[src/rtl/imem_port_ctrl.sv]
// Single-port SRAM controller shared by instruction fetch and MEM-stage loads/stores.
// Data accesses win; the PC is stalled and NOPs are fed to decode meanwhile. Optional counters: IMEM_PERF_CNT_EN.
module imem_port_ctrl #(
   parameter int          SRAM_AW   = 18,
   parameter logic [15:0] NOP_INSTR = 16'h0800,
   parameter int          RD_WAIT   = 0
) (
   input  logic               CLK,
   input  logic               RST,
   input  logic [15:0]        if_addr_i,
   input  logic               flush_i,
   output logic [15:0]        if_instr_o,
   output logic               if_valid_o,
   output logic               stall_pc_o,
   input  logic               mem_req_i,
   input  logic               mem_we_i,
   input  logic [15:0]        mem_addr_i,
   input  logic [15:0]        mem_wdata_i,
   output logic [15:0]        mem_rdata_o,
   output logic               mem_done_o,
   output logic [SRAM_AW-1:0] sram_addr_o,
   input  logic [15:0]        sram_dq_i,
   output logic [15:0]        sram_dq_o,
   output logic               sram_dq_oe_o,
   output logic               sram_ce_n_o,
   output logic               sram_oe_n_o,
   output logic               sram_we_n_o
`ifdef IMEM_PERF_CNT_EN
   ,
   output logic [15:0]        stall_cnt_o,
   output logic [15:0]        fetch_cnt_o
`endif
);

   typedef enum logic [2:0] {RST_S, IDLE, RD, WR_SETUP, WR_PULSE, WR_HOLD} state_t;

   localparam logic [2:0] RD_WAIT_C = 3'(RD_WAIT);

   state_t      state_q, state_d;
   logic [2:0]  cnt_q, cnt_d;
   logic [15:0] instr_q, instr_d;
   logic        valid_q, valid_d;
   logic [15:0] rdata_q, rdata_d;
   logic        fetch, rd_last, wr_any;
   logic [15:0] addr_sel;

   assign fetch   = (state_q == IDLE) && !mem_req_i;
   assign rd_last = (state_q == RD) && (cnt_q == RD_WAIT_C);
   assign wr_any  = (state_q == WR_SETUP) || (state_q == WR_PULSE) || (state_q == WR_HOLD);

   always_comb begin
      state_d = state_q;
      cnt_d   = cnt_q;
      instr_d = NOP_INSTR;
      valid_d = 1'b0;
      rdata_d = rdata_q;
      case (state_q)
         RST_S: state_d = IDLE;
         IDLE: begin
            if (mem_req_i) begin
               state_d = mem_we_i ? WR_SETUP : RD;
               cnt_d   = 3'd0;
            end else if (!flush_i) begin
               instr_d = sram_dq_i;
               valid_d = 1'b1;
            end
         end
         RD: begin
            cnt_d = cnt_q + 3'd1;
            if (rd_last) begin
               rdata_d = sram_dq_i;
               state_d = IDLE;
            end
         end
         WR_SETUP: state_d = WR_PULSE;
         WR_PULSE: state_d = WR_HOLD;
         WR_HOLD:  state_d = IDLE;
         default:  state_d = IDLE;
      endcase
   end

   // SRAM strobes decode straight from state so a reset kills them without waiting for a clock
   assign addr_sel     = fetch ? if_addr_i : mem_addr_i;
   assign sram_addr_o  = SRAM_AW'(addr_sel);
   assign sram_ce_n_o  = !(fetch || (state_q == RD) || wr_any);
   assign sram_oe_n_o  = !(fetch || (state_q == RD));
   assign sram_we_n_o  = (state_q != WR_PULSE);
   assign sram_dq_oe_o = wr_any;
   assign sram_dq_o    = mem_wdata_i;

   assign stall_pc_o  = !fetch;
   assign mem_done_o  = rd_last || (state_q == WR_HOLD);
   assign mem_rdata_o = rd_last ? sram_dq_i : rdata_q;
   assign if_instr_o  = instr_q;
   assign if_valid_o  = valid_q;

   always_ff @(posedge CLK or negedge RST) begin
      if (!RST) begin
         state_q <= RST_S;
         cnt_q   <= 3'd0;
         instr_q <= NOP_INSTR;
         valid_q <= 1'b0;
         rdata_q <= 16'h0000;
      end else begin
         state_q <= state_d;
         cnt_q   <= cnt_d;
         instr_q <= instr_d;
         valid_q <= valid_d;
         rdata_q <= rdata_d;
      end
   end

`ifdef IMEM_PERF_CNT_EN
   logic [15:0] stall_cnt_q, fetch_cnt_q;

   always_ff @(posedge CLK or negedge RST) begin
      if (!RST) begin
         stall_cnt_q <= 16'h0000;
         fetch_cnt_q <= 16'h0000;
      end else begin
         if (stall_pc_o && (state_q != RST_S)) stall_cnt_q <= stall_cnt_q + 16'd1;
         if (valid_d) fetch_cnt_q <= fetch_cnt_q + 16'd1;
      end
   end

   assign stall_cnt_o = stall_cnt_q;
   assign fetch_cnt_o = fetch_cnt_q;
`endif

endmodule

[config.mk]
export PLATFORM = sky130hd
export DESIGN_NAME = imem_port_ctrl
export DESIGN_NICKNAME = d
export VERILOG_FILES = /design/src/rtl/imem_port_ctrl.sv
export SDC_FILE = /design/constraint.sdc
export NUM_CORES = 1
export LEC_CHECK = 0
export ABC_AREA = 1
export CELL_PAD_IN_SITES_DETAIL_PLACEMENT = 1
export CELL_PAD_IN_SITES_GLOBAL_PLACEMENT = 1
export CORE_MARGIN = 2
export CORE_UTILIZATION = 37
export DETAILED_ROUTE_END_ITERATION = 8
export DONT_BUFFER_PORTS = 1
export PLACE_DENSITY_LB_ADDON = 0.3
export SLEW_MARGIN = 20
export SYNTH_ARGS = -nofsm -noshare
export SYNTH_HDL_FRONTEND = slang
export SYNTH_SLANG_ARGS = --single-unit
[constraint.sdc]
create_clock -name CLK -period 1.3 [get_ports CLK]
set_input_delay 0.065 -clock CLK [delete_from_list [all_inputs] [get_ports CLK]]
set_output_delay 0.065 -clock CLK [all_outputs]
set_load 0.03 [all_outputs]
==> results.tsv, run 1 <==
stage	metric	value	unit
logic_synthesis	most frequent cells after synthesis	nand2_1 (112), dfrtp_1 (38), nand3_1 (36)	
status	Err	[ERROR DPL-0033] detailed placement checks failed during check placement.	
die	die span in y	77.9	um
logic_synthesis	Synth Register Bits	39	
logic_synthesis	Syn Inst Count	260	
placement	DP HPWL	4100	um
placement	port bufs	0	
global_route	pin count of the biggest net entering global routing	40	
die	Starting Density	38.8	%
logic_synthesis	number of flops mapped to enable cells by yosys	0	
logic_synthesis	Mean Syn Cell Area	7.78	um^2
status	status	stopped before the end	
die	Ports	142	
cts	CTS root buf	clkbuf_8	
cts	CTS sink count	39	
logic_synthesis	largest area contributor in the netlist	dfrtp_1	
cts	Max clock buf depth	2	
logic_synthesis	fraction of synthesis flops using an asynchronous set or reset pin	100	%
die	DIE WIDTH	77.9	um
logic_synthesis	Post-Syn Area	0.00202	mm^2
logic_synthesis	register area share after synthesis	48.3	%
placement	gp weighted congestion	0.733	
logic_synthesis	top cell type's share of synthesized area	47.0	%
timing	WEP type	primary output	
logic_synthesis	top cells by area, synth	dfrtp_1 (47%), nand2_1 (21%), nand3_1 (8.9%), buf_4 (7.1%), nor2_1 (3.2%)	
placement	placed instance count	321	
global_route	antenna violations before repair	0	
cts	cts bufs inserted	5	
logic_synthesis	Main synth FF type	dfrtp_1	
status	stopping stage	5_1_grt	
die	site row count	26	
logic_synthesis	Yosys warning count	0	
logic_synthesis	most common cell in the synthesized netlist	nand2_1	
logic_synthesis	Synth cell types	22	
timing	GRT worst endpoint	mem_rdata_o[2]	
cts	htree depth	2	
==> stage by stage <==
step           TNS, ns  setup slack, ns  utilization (%)  instance area [um^2]
2_1_floorplan   -0.834          -0.0622                -                  2140
3_3_place_gp     -1.11          -0.0810             42.2                  2200
3_5_place_dp     -2.68           -0.129             42.2                  2200
4_1_cts         -14.42           -0.404             66.8                  3480
==> repair_timing <==
item                                    4_1_cts
endpoints found under the setup margin       53
gates cloned                                  5
resized for setup                           160
pin swaps                                    29
buffers inserted                             28
endpoints found under the hold margin        73
hold buffers                                 21
==> logic make-up after synthesis <==
group	synth area share (%)
compound gates	0.247
xor+xnor	0.433
fa+ha+maj	1.24
buf+inv	12.1
flops	48.3
other cells	0.185
simple gates	37.5
==> inputs of run 2 (changes only) <==
Settings changed: CELL_PAD_IN_SITES_DETAIL_PLACEMENT 1 to not set, CELL_PAD_IN_SITES_GLOBAL_PLACEMENT 1 to not set, CORE_UTILIZATION 37 to 26, PLACE_DENSITY_LB_ADDON 0.3 to 0.15.
Clock period 1.3 ns to 1.7 ns, I/O delays scaled along.
==> results.tsv, run 2 <==
stage	metric	value	unit	change
logic_synthesis	Simple-Gate Fraction of Synth Area	37.5	%	unchanged
worst_setup_path	worst setup path start	cnt_q[0]		
die	CORE AREA	0.00765	mm^2	
timing	slack of the critical path	-0.00610	ns	
logic_synthesis	top cell type's share of synthesized area	47.0	%	unchanged
die	Ports	142		unchanged
route	DRC	0		
logic_synthesis	top cells by area, synth	dfrtp_1 (47%), nand2_1 (21%), nand3_1 (8.9%), buf_4 (7.1%), nor2_1 (3.2%)		unchanged
die	die span in y	92.2	um	was 77.9 um
power	pwr dens	1860	mW/mm^2	
logic_synthesis	largest area contributor in the netlist	dfrtp_1		unchanged
timing	headroom to the max-slew limit	64.4	%	
route	DR pass1 iterations	4		
cts	Worst-Skew Late Latency	0.28	ns	
placement	gp weighted congestion	0.753		was 0.733
logic_synthesis	post-synthesis xor/xnor area fraction	0.433	%	unchanged
worst_setup_path	CP Max Fanout	8		
finish	Inserted Diodes	0		
cts	Max clock buf depth	2		unchanged
cts	CTS root buf	clkbuf_8		unchanged
timing	Hold WS	-0.0608	ns	
finish	Layout Nets	350		
finish	commonest non-fill, non-tap cell in the layout	nand2_1		
worst_setup_path	kind of start point of the critical path	flip-flop		
logic_synthesis	mux share of post-synthesis cell area	0	%	unchanged
finish	layout cells sized above 1	29.3	%	
finish	P&R area growth vs syn	35.4	%	
route	WL/cell	15.0	um	
logic_synthesis	Compound-Gate Fraction of Synth Area	0.248	%	unchanged
worst_setup_path	Worst Path Buf+Inv	4		
placement	pre-CTS setup slack	0.122	ns	was -0.129 ns
cts	CTS sink count	39		unchanged
worst_setup_path	CP most frequent cell	inv_2		
logic_synthesis	Adder-Cell Fraction of Synth Area	1.24	%	unchanged
worst_setup_path	Critical R2R Launch	cnt_q[0]		
timing	Final Skew	0.00708	ns	
logic_synthesis	Post-Syn Area	0.00202	mm^2	unchanged
logic_synthesis	Synth Register Bits	39		unchanged
global_route	grt ovf	0		
timing	Setup TNS	-0.0229	ns	
logic_synthesis	Syn Inst Count	260		unchanged
route	via count	1735		
power	Max VDD drop	0.486	mV	
placement	DP Area	0.00204	mm^2	was 0.00220 mm^2
global_route	vias in the first global route	1683		
logic_synthesis	most common cell in the synthesized netlist	nand2_1		unchanged
finish	post-route insts no fill	382		
die	site row count	32		was 26
logic_synthesis	Yosys warning count	0		unchanged
die	DIE WIDTH	92.2	um	was 77.9 um
power	P_leak	1.45	nW	
logic_synthesis	Main synth FF type	dfrtp_1		unchanged
cts	clock transition at the registers of the reported paths	0.08	ns	
logic_synthesis	register area share after synthesis	48.3	%	unchanged
timing	Max Freq	586	MHz	
placement	port bufs	0		unchanged
route	DRT antenna net count	0		
logic_synthesis	largest family of logic cells by synthesized area	simple AND/OR/NAND/NOR gates		unchanged
logic_synthesis	number of flops mapped to enable cells by yosys	0		unchanged
worst_setup_path	Worst path slowest cell	dfrtp_1		
timing	RSZ-0062 raised after global routing	true		
timing	Final period util	100	%	
status	status	complete, but fails checks		was stopped before the end
global_route	first-pass GRT wire length	8780	um	
die	die area	0.00850	mm^2	
worst_setup_path	Max stage delay on crit path	0.39	ns	
worst_setup_path	CP cell instances	inv_2 -> ha_4 -> inv_2 -> nor2_4 -> inv_2 -> nor2_4 -> clkbuf_16 -> nand2_4 -> nand2_4		
global_route	pin count of the biggest net entering global routing	40		
hold_path	hold crit path type	in2reg		
timing	final hold vios	1		
timing	final slew viol count	0		
timing	Final min period	1.71	ns	
cts	cts bufs inserted	5		unchanged
status	failing checks	negative hold slack, negative setup slack		
placement	DP HPWL	3870	um	was 4100 um
worst_setup_path	CP Class	reg2out		
logic_synthesis	fraction of synthesis flops using an asynchronous set or reset pin	100	%	unchanged
cts	htree depth	2		unchanged
worst_setup_path	Critical Path Sink Type	output pin		
worst_setup_path	Crit path arrival time	1.62	ns	
timing	final count of negative-setup-slack endpoints	9		
power	power consumption	5.08	mW	
logic_synthesis	Mean Syn Cell Area	7.78	um^2	unchanged
finish	Finished Cell Area	0.00274	mm^2	
logic_synthesis	most frequent cells after synthesis	nand2_1 (112), dfrtp_1 (38), nand3_1 (36)		unchanged
finish	# fillers	777		
timing	Least-Margin Pin Slew	0.533	ns	
hold_path	Hold Crit Start	sram_dq_i[15]		
die	Starting Density	26.4	%	was 38.8%
worst_setup_path	Worst Path Required	1.62	ns	
placement	placed instance count	343		was 321
cts	CTS tree	done		
logic_synthesis	Synth cell types	22		unchanged
route	DR vias/cell	4.54		
global_route	antenna violations before repair	0		
worst_setup_path	Top Family by Delay on Critical Path	simple AND/OR/NAND/NOR gates		
job	Max-cap violations	0		
route	drt total wl	5710	um	
route	Initial DRC Count	42		
global_route	Global Route Usage Sum	13.5	%	
finish	most frequent cells in the layout	nand2_1 (73), dfrtp_1 (38), nand3_1 (36), nand2_4 (26), dlygate4sd3_1 (20)		
==> run 2: cell counts after synthesis <==
No cell type changed its count.
==> run 2: worst paths after layout <==
check                                       to  slack [ns]  cells past startpoint
worst max-delay path            mem_rdata_o[8]      -0.006                      9
worst min-delay path               rdata_q[15]       -0.06                      2
worst min register to register      rdata_q[8]        0.50                      2
min in group asynchronous           rdata_q[0]        0.28                      2
worst max register to register      rdata_q[0]        0.22                     10
max in group asynchronous       if_instr_o[11]        1.16                      2
==> run 2: logic make-up after synthesis <==
| logic type | Yosys count |
|---|---|
| AOI/OAI and AO/OA | 1 |
| xor gates and xnor gates | 1 |
| adders and majority gates | 2 |
| buffers and inverters | 41 |
| DFF | 39 |
| other | 1 |
| and+or+nand+nor | 175 |
==> run 2: through the flow <==
stage               hold slack (ns)  util (%)
floorplan                    -0.211         -
global placement             -0.210      26.7
detailed placement           -0.209      26.7
CTS                         -0.0706      33.4
global route                -0.0786      35.8
finish                      -0.0608      35.8
==> run 2: power breakdown <==
group / internal (mW) / switching (mW)
Sequential: 1.21 / 0.215
Combinational: 0.850 / 2.21
Clock: 0.288 / 0.309
==> run 2: metal layers <==
| layer | track usage (%) | vias to the layer above | part of all wire [%] |
|---|---|---|---|
| li1 | - | 821 | - |
| met1 | 14.2 | 804 | 39 |
| met2 | 25.2 | 103 | 51 |
| met3 | 4.60 | 7 | 9.1 |
| met4 | 3.86 | 0 | 1.3 |
| met5 | 0 | - | 0 |
==> run 2: what timing repair did <==
action | in CTS | in global routing
setup buffers | 4 | 5
hold endpoints to repair | 69 | 3
pin swaps | 19 | 17
gates resized for setup | 49 | 35
cloned | 1 | 0
endpoints found under the setup margin | 20 | 35
hold buffers | 19 | 2
==> run 2: final cells by class <==
class	instances	area (um^2)	share of cell area, %
Clock buffer	7	76.3	2.79
Sequential cell	39	977	35.7
Tap cell	102	128	4.66
Inverter	13	51.3	1.87
Multi-Input combinational cell	181	1090	39.7
Clock inverter	1	5.00	0.183
Timing Repair Buffer	39	414	15.1
==> run 2: worst reg2reg max path: stages (launching register included) <==
cell and delay, ns:
dfrtp_1 0.39, inv_2 0.08, ha_4 0.12, inv_2 0.04, nor2_4 0.08, inv_2 0.05, nor2_4 0.16, clkbuf_16 0.22
nand2_4 0.08, buf_4 0.13, nand2_1 0.06
No activity file was read; power rests on OpenSTA's default activity.
